==> src/rtl/alarm_key_ctrl.sv <==
// Keypad entry controller for the alarm clock.
// Shifts up to four decimal digits into a key buffer, times out idle entries
// on one_second pulses, validates the buffer as HH:MM and issues single-cycle
// load strobes for the current-time counter or the alarm register.
module alarm_key_ctrl #(
    parameter int TIMEOUT_S = 10
) (
    input  logic       clk,
    input  logic       reset,
    input  logic       one_second,
    input  logic       key_valid,
    input  logic [3:0] key,
    input  logic       time_button,
    input  logic       alarm_button,
    output logic [3:0] new_current_time_ms_hr,
    output logic [3:0] new_current_time_ls_hr,
    output logic [3:0] new_current_time_ms_min,
    output logic [3:0] new_current_time_ls_min,
    output logic       load_new_c,
    output logic       load_new_a,
    output logic       show_new_time,
    output logic       show_a,
    output logic       reset_count,
    output logic [2:0] fsm_state
);

    localparam int TW = $clog2(TIMEOUT_S + 1);

    typedef enum logic [2:0] {
        SHOW_TIME        = 3'd0,
        KEY_ENTRY        = 3'd1,
        SHOW_ALARM       = 3'd2,
        SET_CURRENT_TIME = 3'd3,
        SET_ALARM_TIME   = 3'd4
    } state_t;

    state_t         state, nxt_state;
    // Key buffer packed as {ms_hr, ls_hr, ms_min, ls_min}.
    logic [15:0]    key_buf, nxt_buf;
    logic [2:0]     digit_cnt, nxt_cnt;
    logic [TW-1:0]  tmo_cnt, nxt_tmo;

    logic           key_ok;
    logic           entry_ok;
    logic           tmo_hit;
    logic [15:0]    shifted_buf;
    logic [2:0]     sat_cnt;

    assign fsm_state              = state;
    assign new_current_time_ms_hr  = key_buf[15:12];
    assign new_current_time_ls_hr  = key_buf[11:8];
    assign new_current_time_ms_min = key_buf[7:4];
    assign new_current_time_ls_min = key_buf[3:0];

    // Decode the per-cycle helper terms: legal digit, HH:MM validity, timeout.
    always_comb begin
        key_ok      = key_valid && (key <= 4'd9);
        shifted_buf = {key_buf[11:0], key};
        sat_cnt     = (digit_cnt >= 3'd4) ? 3'd4 : digit_cnt + 3'd1;
        tmo_hit     = one_second && (tmo_cnt == TW'(TIMEOUT_S - 1));
        entry_ok    = (digit_cnt == 3'd4)
                   && (key_buf[15:12] <= 4'd2)
                   && (key_buf[11:8]  <= 4'd9)
                   && !((key_buf[15:12] == 4'd2) && (key_buf[11:8] > 4'd3))
                   && (key_buf[7:4]   <= 4'd5)
                   && (key_buf[3:0]   <= 4'd9);
    end

    // Next-state, key buffer, digit count and timeout decisions.
    // Event priority: time_button, then alarm_button, then a legal digit,
    // then one_second; only the first present event is acted on.
    always_comb begin
        nxt_state = state;
        nxt_buf   = key_buf;
        nxt_cnt   = digit_cnt;
        nxt_tmo   = tmo_cnt;
        case (state)
            SHOW_TIME: begin
                if (time_button) begin
                    nxt_state = SHOW_TIME;
                end else if (alarm_button) begin
                    nxt_state = SHOW_ALARM;
                    nxt_tmo   = '0;
                end else if (key_ok) begin
                    nxt_state = KEY_ENTRY;
                    nxt_buf   = shifted_buf;
                    nxt_cnt   = sat_cnt;
                    nxt_tmo   = '0;
                end
            end
            KEY_ENTRY: begin
                if (time_button || alarm_button) begin
                    if (entry_ok) begin
                        // Buffer holds through the one-cycle SET state.
                        nxt_state = time_button ? SET_CURRENT_TIME : SET_ALARM_TIME;
                    end else begin
                        nxt_state = SHOW_TIME;
                        nxt_buf   = '0;
                        nxt_cnt   = '0;
                        nxt_tmo   = '0;
                    end
                end else if (key_ok) begin
                    nxt_buf = shifted_buf;
                    nxt_cnt = sat_cnt;
                    nxt_tmo = '0;
                end else if (one_second) begin
                    if (tmo_hit) begin
                        nxt_state = SHOW_TIME;
                        nxt_buf   = '0;
                        nxt_cnt   = '0;
                        nxt_tmo   = '0;
                    end else begin
                        nxt_tmo = tmo_cnt + TW'(1);
                    end
                end
            end
            SHOW_ALARM: begin
                // Any event is consumed; a digit is not shifted in.
                if (time_button || alarm_button || key_ok) begin
                    nxt_state = SHOW_TIME;
                    nxt_tmo   = '0;
                end else if (one_second) begin
                    if (tmo_hit) begin
                        nxt_state = SHOW_TIME;
                        nxt_tmo   = '0;
                    end else begin
                        nxt_tmo = tmo_cnt + TW'(1);
                    end
                end
            end
            SET_CURRENT_TIME, SET_ALARM_TIME: begin
                nxt_state = SHOW_TIME;
                nxt_buf   = '0;
                nxt_cnt   = '0;
                nxt_tmo   = '0;
            end
            default: begin
                nxt_state = SHOW_TIME;
                nxt_buf   = '0;
                nxt_cnt   = '0;
                nxt_tmo   = '0;
            end
        endcase
    end

    // State register with Moore outputs registered from the next state.
    always_ff @(posedge clk or negedge reset) begin
        if (!reset) begin
            state         <= SHOW_TIME;
            key_buf       <= '0;
            digit_cnt     <= '0;
            tmo_cnt       <= '0;
            load_new_c    <= 1'b0;
            load_new_a    <= 1'b0;
            show_new_time <= 1'b0;
            show_a        <= 1'b0;
            reset_count   <= 1'b0;
        end else begin
            state         <= nxt_state;
            key_buf       <= nxt_buf;
            digit_cnt     <= nxt_cnt;
            tmo_cnt       <= nxt_tmo;
            load_new_c    <= (nxt_state == SET_CURRENT_TIME);
            load_new_a    <= (nxt_state == SET_ALARM_TIME);
            show_new_time <= (nxt_state == KEY_ENTRY) ||
                             (nxt_state == SET_CURRENT_TIME) ||
                             (nxt_state == SET_ALARM_TIME);
            show_a        <= (nxt_state == SHOW_ALARM);
            reset_count   <= (nxt_state == SET_CURRENT_TIME);
        end
    end

endmodule

==> config.mk <==
export PLATFORM = sky130hd
export DESIGN_NAME = alarm_key_ctrl
export DESIGN_NICKNAME = d
export VERILOG_FILES = /design/src/rtl/alarm_key_ctrl.sv
export SDC_FILE = /design/constraint.sdc
export NUM_CORES = 1
export LEC_CHECK = 0
export ABC_AREA = 1
export CORE_MARGIN = 4
export CORE_UTILIZATION = 40
export CTS_CLUSTER_DIAMETER = 30
export DETAILED_ROUTE_END_ITERATION = 8
export MAX_ROUTING_LAYER = met4
export PLACE_DENSITY = 0.68
export SYNTH_ARGS = -nofsm -noshare
export SYNTH_HDL_FRONTEND = slang
export SYNTH_SLANG_ARGS = --single-unit
==> constraint.sdc <==
create_clock -name clk -period 1.8 [get_ports clk]
set_input_delay 0.45 -clock clk [delete_from_list [all_inputs] [get_ports clk]]
set_output_delay 0.45 -clock clk [all_outputs]
set_load 0.02 [all_outputs]
# Word level (Yosys, flattened, before mapping)
# Cells that the tools add are included.
# word_totals
reg_bits	30
out_inout_bits	24
# op_classes
n_bitwise	1
eq_ne	16
reduce_logical	16
mux	40
addsub	2
n_lt_le_gt_ge	7
# ops
op	n
two-way mux 16 bit	8
two-way mux 3 bit	19
case mux 16 bit (3 select lines)	1
two-way mux 4 bit	9
case mux 3 bit (3 select lines)	2
<= comparator 4 bit (second input constant)	3
case mux 4 bit (3 select lines)	1
equality test 3 x 2 -> 1 bit (second input constant)	3
logical AND 1 bit	8
!= test 4 bit (second input constant)	2
AND reduction 7 bit	1
equality test 3 x 1 -> 1 bit (second input constant)	2
equality test 3 bit (second input constant)	2
!= test 2 bit (second input constant)	3
!= test 3 bit (second input constant)	2
adder 4 x 1 -> 4 bit (second input constant)	1
equality test 4 x 2 -> 1 bit (second input constant)	1
equality test 4 bit (second input constant)	1
> comparator 4 x 2 -> 1 bit (second input constant)	1
<= comparator 4 x 2 -> 1 bit (second input constant)	1
<= comparator 4 x 3 -> 1 bit (second input constant)	1
logical OR 1 bit	4
adder 3 x 1 -> 3 bit (second input constant)	1
greater-or-equal comparator 3 bit (second input constant)	1
4 further kinds	4

# Depth between registers and ports, before layout
# logic_depth
ltp_word	12
ltp_mapped	10
ltp_nobuf	10

# Least setup slack after synthesis
# Ideal clock, no wire load.
# synth_timing
path_type	reg-to-reg
startpoint	register tmo_cnt[1]
endpoint	register key_buf[15]
stages_incl_launch_ff	10
arrival_ns	1.388
setup_time_ns	0.120
synth_period_minus_slack_ns	1.509
path_slack_ns	0.291
path_cell_list	dfrtp_1 > inv_1 > ha_1 > nand4_2 > nand3_2 > nand3_2 > buf_6 > buf_12 > o21ai_1 > nand2_1
# synth_via
elab_chain_len	4
# synth_rtl
element	line	rtl
start, declared	41	logic [TW-1:0] tmo_cnt, nxt_tmo;
start signal, assigned	162	tmo_cnt <= nxt_tmo;
equality test 4 bit	60	tmo_hit = one_second && (tmo_cnt == TW'(TIMEOUT_S - 1));
logical AND 1 bit	60	
!= test 4 bit (no source line)	-	
AND reduction 7 bit (no source line)	-	
end signal, assigned	160	key_buf <= nxt_buf;
end, declared	39	logic [15:0] key_buf, nxt_buf;
# Every way passes these cells.
# A chain may end at the register's enable or synchronous reset.

# Worst setup path after layout
# layout_timing
startpoint	register key_buf[5]
endpoint	output port new_current_time_ms_min[1]
# layout_rtl
element	line	rtl
end, declared	17	output logic [3:0] new_current_time_ms_min,
# No word-level cell between the ends.

==> results.py <==
metrics = {
    "cts": {
        "hold_buffers": 0,
        "cts-root-buf": "clkbuf_8",
        "clkLatencyLatePin_ps": 280,
        "clockBufferDepth": 2,
        "path_clk_slew_ps": 60,
        "cts_sinks": 30,
        "cts_tree": "built",
        "numCtsBuffers": 5,
        "htreeDepth": 2,
    },
    "critical_path": {
        "endpoint_kind": "primary output",
        "worst-setup-path-type": "reg -> out",
        "crit_family": "buffers and inverters",
        "required_ps": 1350,
        "critical-path-slowest-cell": "clkdlybuf4s50_1",
        "cp-start-kind": "flop",
        "slowest_delay_ps": 620,
        "path_buf_inv": 1,
        "cp_max_fo": 4,
        "path_cells": "clkdlybuf4s50_1",
        "crit_arrival_ps": 1300,
    },
    "synth": {
        "ys_seq_elements": 30,
        "synth.cell_area_sq_um": 1830,
        "avgSynthCellArea_sq_um": 7.43,
        "ys_types": 27,
        "yosysSeqAreaShare_pct": 40.9,
        "synth_warnings": 0,
        "syn_nets": 261,
        "synth_cells": 247,
    },
    "outcome": {
        "status": "completed",
    },
    "layout": {
        "final_cells": 355,
        "final_nets": 317,
        "drive_gt1_share_pct": 15.5,
        "syn_to_final_growth_pct": 35.9,
        "diodes": 0,
    },
    "timing": {
        "max_slew_margin_pct": 73.9,
        "finalClockSkew_ps": 3.44,
        "grt_setup_unrepaired": "false",
        "fmaxAchievable_mhz": 572,
        "finalCriticalPeriod_ps": 1750,
        "worst_pin_slew_ps": 389,
        "slew_viol_final": 0,
        "finalSetupViolations": 0,
        "post-route-period-util_pct": 97.0,
        "final_hold_viol_count": 0,
    },
    "routing": {
        "drc": 0,
        "via_count": 1659,
        "avgRoutedWirePerCell_um": 12.0,
        "routed_wl_um": 4250,
        "wl_met2_um": 1980,
        "routed.top_layer": "met4",
        "wl_met3_um": 186,
        "detail-route-antenna-nets": 0,
        "dr.pass1.iters": 4,
        "first_iter_violations": 129,
        "wl_met1_um": 2020,
        "avgViaCountPerCell": 4.67,
    },
    "placed_design": {
        "hpwl_um": 3040,
        "dp_cells": 345,
        "place.gp.congestion": 0.956,
        "port_buffers": 33,
    },
    "hold_path": {
        "worstHoldPathType": "reg -> reg",
    },
    "power": {
        "p_per_area_nw_per_um2": 1130,
        "ir_drop_uv": 450,
        "p_leak_uw": 0.00143,
        "finalPower_uw": 2810,
    },
    "global_route": {
        "antenna_found_initial": 0,
        "grt_pass1_wl_um": 7190,
        "grt_max_degree": 31,
        "grt_util_all_layers_pct": 17.2,
        "grt-ovfl-total": 0,
        "first_global_vias": 1575,
    },
    "die": {
        "std_cell_rows": 24,
        "die_y_um": 75.7,
        "core_sq_um": 4380,
        "dieWidth_um": 75.7,
        "die_area_sq_um": 5730,
        "ios": 34,
        "initial_core_util_pct": 41.8,
    },
    "run": {
        "drv_cap": 0,
    },
}
-- where the power goes --
part	switching (uW)	internal, uW	leakage, uW
Sequential	154	840	0.000403
Clock	254	442	0.0000573
Combinational	622	497	0.000972
Total	1030	1780	0.00143
-- state kept, by name, summed over array words and instances, names as in the netlist --
register and cells:
key_buf 16, tmo_cnt 4, digit_cnt 3, fsm_state 3, load_new_a 1, reset_count 1, show_a 1, show_new_time 1
-- timing repair --
item | CTS | global route
gates cloned | 0 | 0
buffers inserted | 0 | 3
pin swaps | 0 | 1
setup endpoints to repair | 3 | 27
gates resized for setup | 3 | 8
-- worst paths after layout --
| check | slack, ps | startpoint | cells after the start | endpoint |
|---|---|---|---|---|
| worst max-delay path | 50 | key_buf[5] | 1 | new_current_time_ms_min[1] |
| worst min-delay path | 500 | key_buf[4] | 2 | key_buf[4] |
| worst max register to register | 200 | digit_cnt[0] | 9 | show_new_time |
| worst min register to register | 500 | key_buf[4] | 2 | key_buf[4] |
| max in group asynchronous | 940 | reset | 2 | key_buf[13] |
| min in group asynchronous | 570 | reset | 2 | fsm_state[2] |
-- cells in the mapped netlist --
master      n  area share, %
nor2_1     30            6.1
nand4_1     4            1.4
inv_1      40            8.2
nor2_4      5            3.1
nand3_1     9            2.5
dfrtp_1    30             41
o21ai_0    13            3.5
o211ai_1    1           0.41
buf_12      1            1.1
nand2_2     1           0.34
nor2_8      1            1.1
nand2_4     1           0.61
a21oi_1     2           0.55
o21ai_1    10            2.7
ha_1        4            2.7
nand3_2     2            1.1
nand4_2     1           0.68
nor2_2      1           0.34
nand2_1    77             16
buf_4       4            1.6
inv_2       1           0.20
o21ai_2     1           0.48
buf_6       2            1.2
nor3_2      1           0.55
xor2_1      1           0.48
a21oi_4     1           0.89
o2111ai_1   3            1.4
-- per-layer routing --
layer,up-vias,track usage (%)
met2,39,26.2
met1,742,22.8
met5,-,-
li1,872,-
met3,6,3.83
met4,0,5.83
-- logic make-up (layout without fill, tap and decap cells) --
logic type                 Yosys count  after routing  share of synthesized area (%)
adders and majority gates            4              4                           2.73
xor gates and xnor gates             1              1                          0.478
DFF                                 30             30                           40.9
buffers and inverters               48            104                           12.3
and+or+nand+nor                    133            133                           33.5
AOI/OAI and AO/OA                   31             31                           10.0
-- stage by stage --
stage | area (sq um) | setup slack [ps] | setup TNS [ps] | util (%) | hold slack, ps
floorplan | 1830 | 291 | 0 | - | 154
global placement | 2330 | -216 | -5180 | 53.2 | 490
detailed placement | 2330 | -277 | -6450 | 53.2 | 495
CTS | 2440 | 11.9 | 0 | 55.7 | 510
global route | 2490 | 11.8 | 0 | 56.9 | 550
finish | 2490 | 53.1 | 0 | 56.9 | 500
-- layout by cell type (no fill, tap or decap), types with 3 or more instances in the layout --
cell type | synthesis | final
clkdlybuf4s50_1 | 0 | 26
nand2_1 | 77 | 77
o21ai_1 | 10 | 11
nand4_1 | 4 | 4
o21ai_0 | 13 | 11
o2111ai_1 | 3 | 3
buf_4 | 4 | 19
buf_12 | 1 | 3
ha_1 | 4 | 4
clkbuf_8 | 0 | 6
dlygate4sd2_1 | 0 | 3
dlymetal6s2s_1 | 0 | 4
inv_1 | 40 | 40
nor2_1 | 30 | 30
dfrtp_1 | 30 | 30
nand3_1 | 9 | 9
nor2_4 | 5 | 5
-- layout make-up --
class | count | area [sq um]
tap | 52 | 65.1
inverter | 41 | 154
timing repair buffer | 56 | 551
multi-input combinational | 169 | 861
clock inverter | 1 | 30.0
fill | 405 | 1890
sequential | 30 | 751
clock buffer | 6 | 82.6
Note: power is estimated with default switching activity, not from simulation.
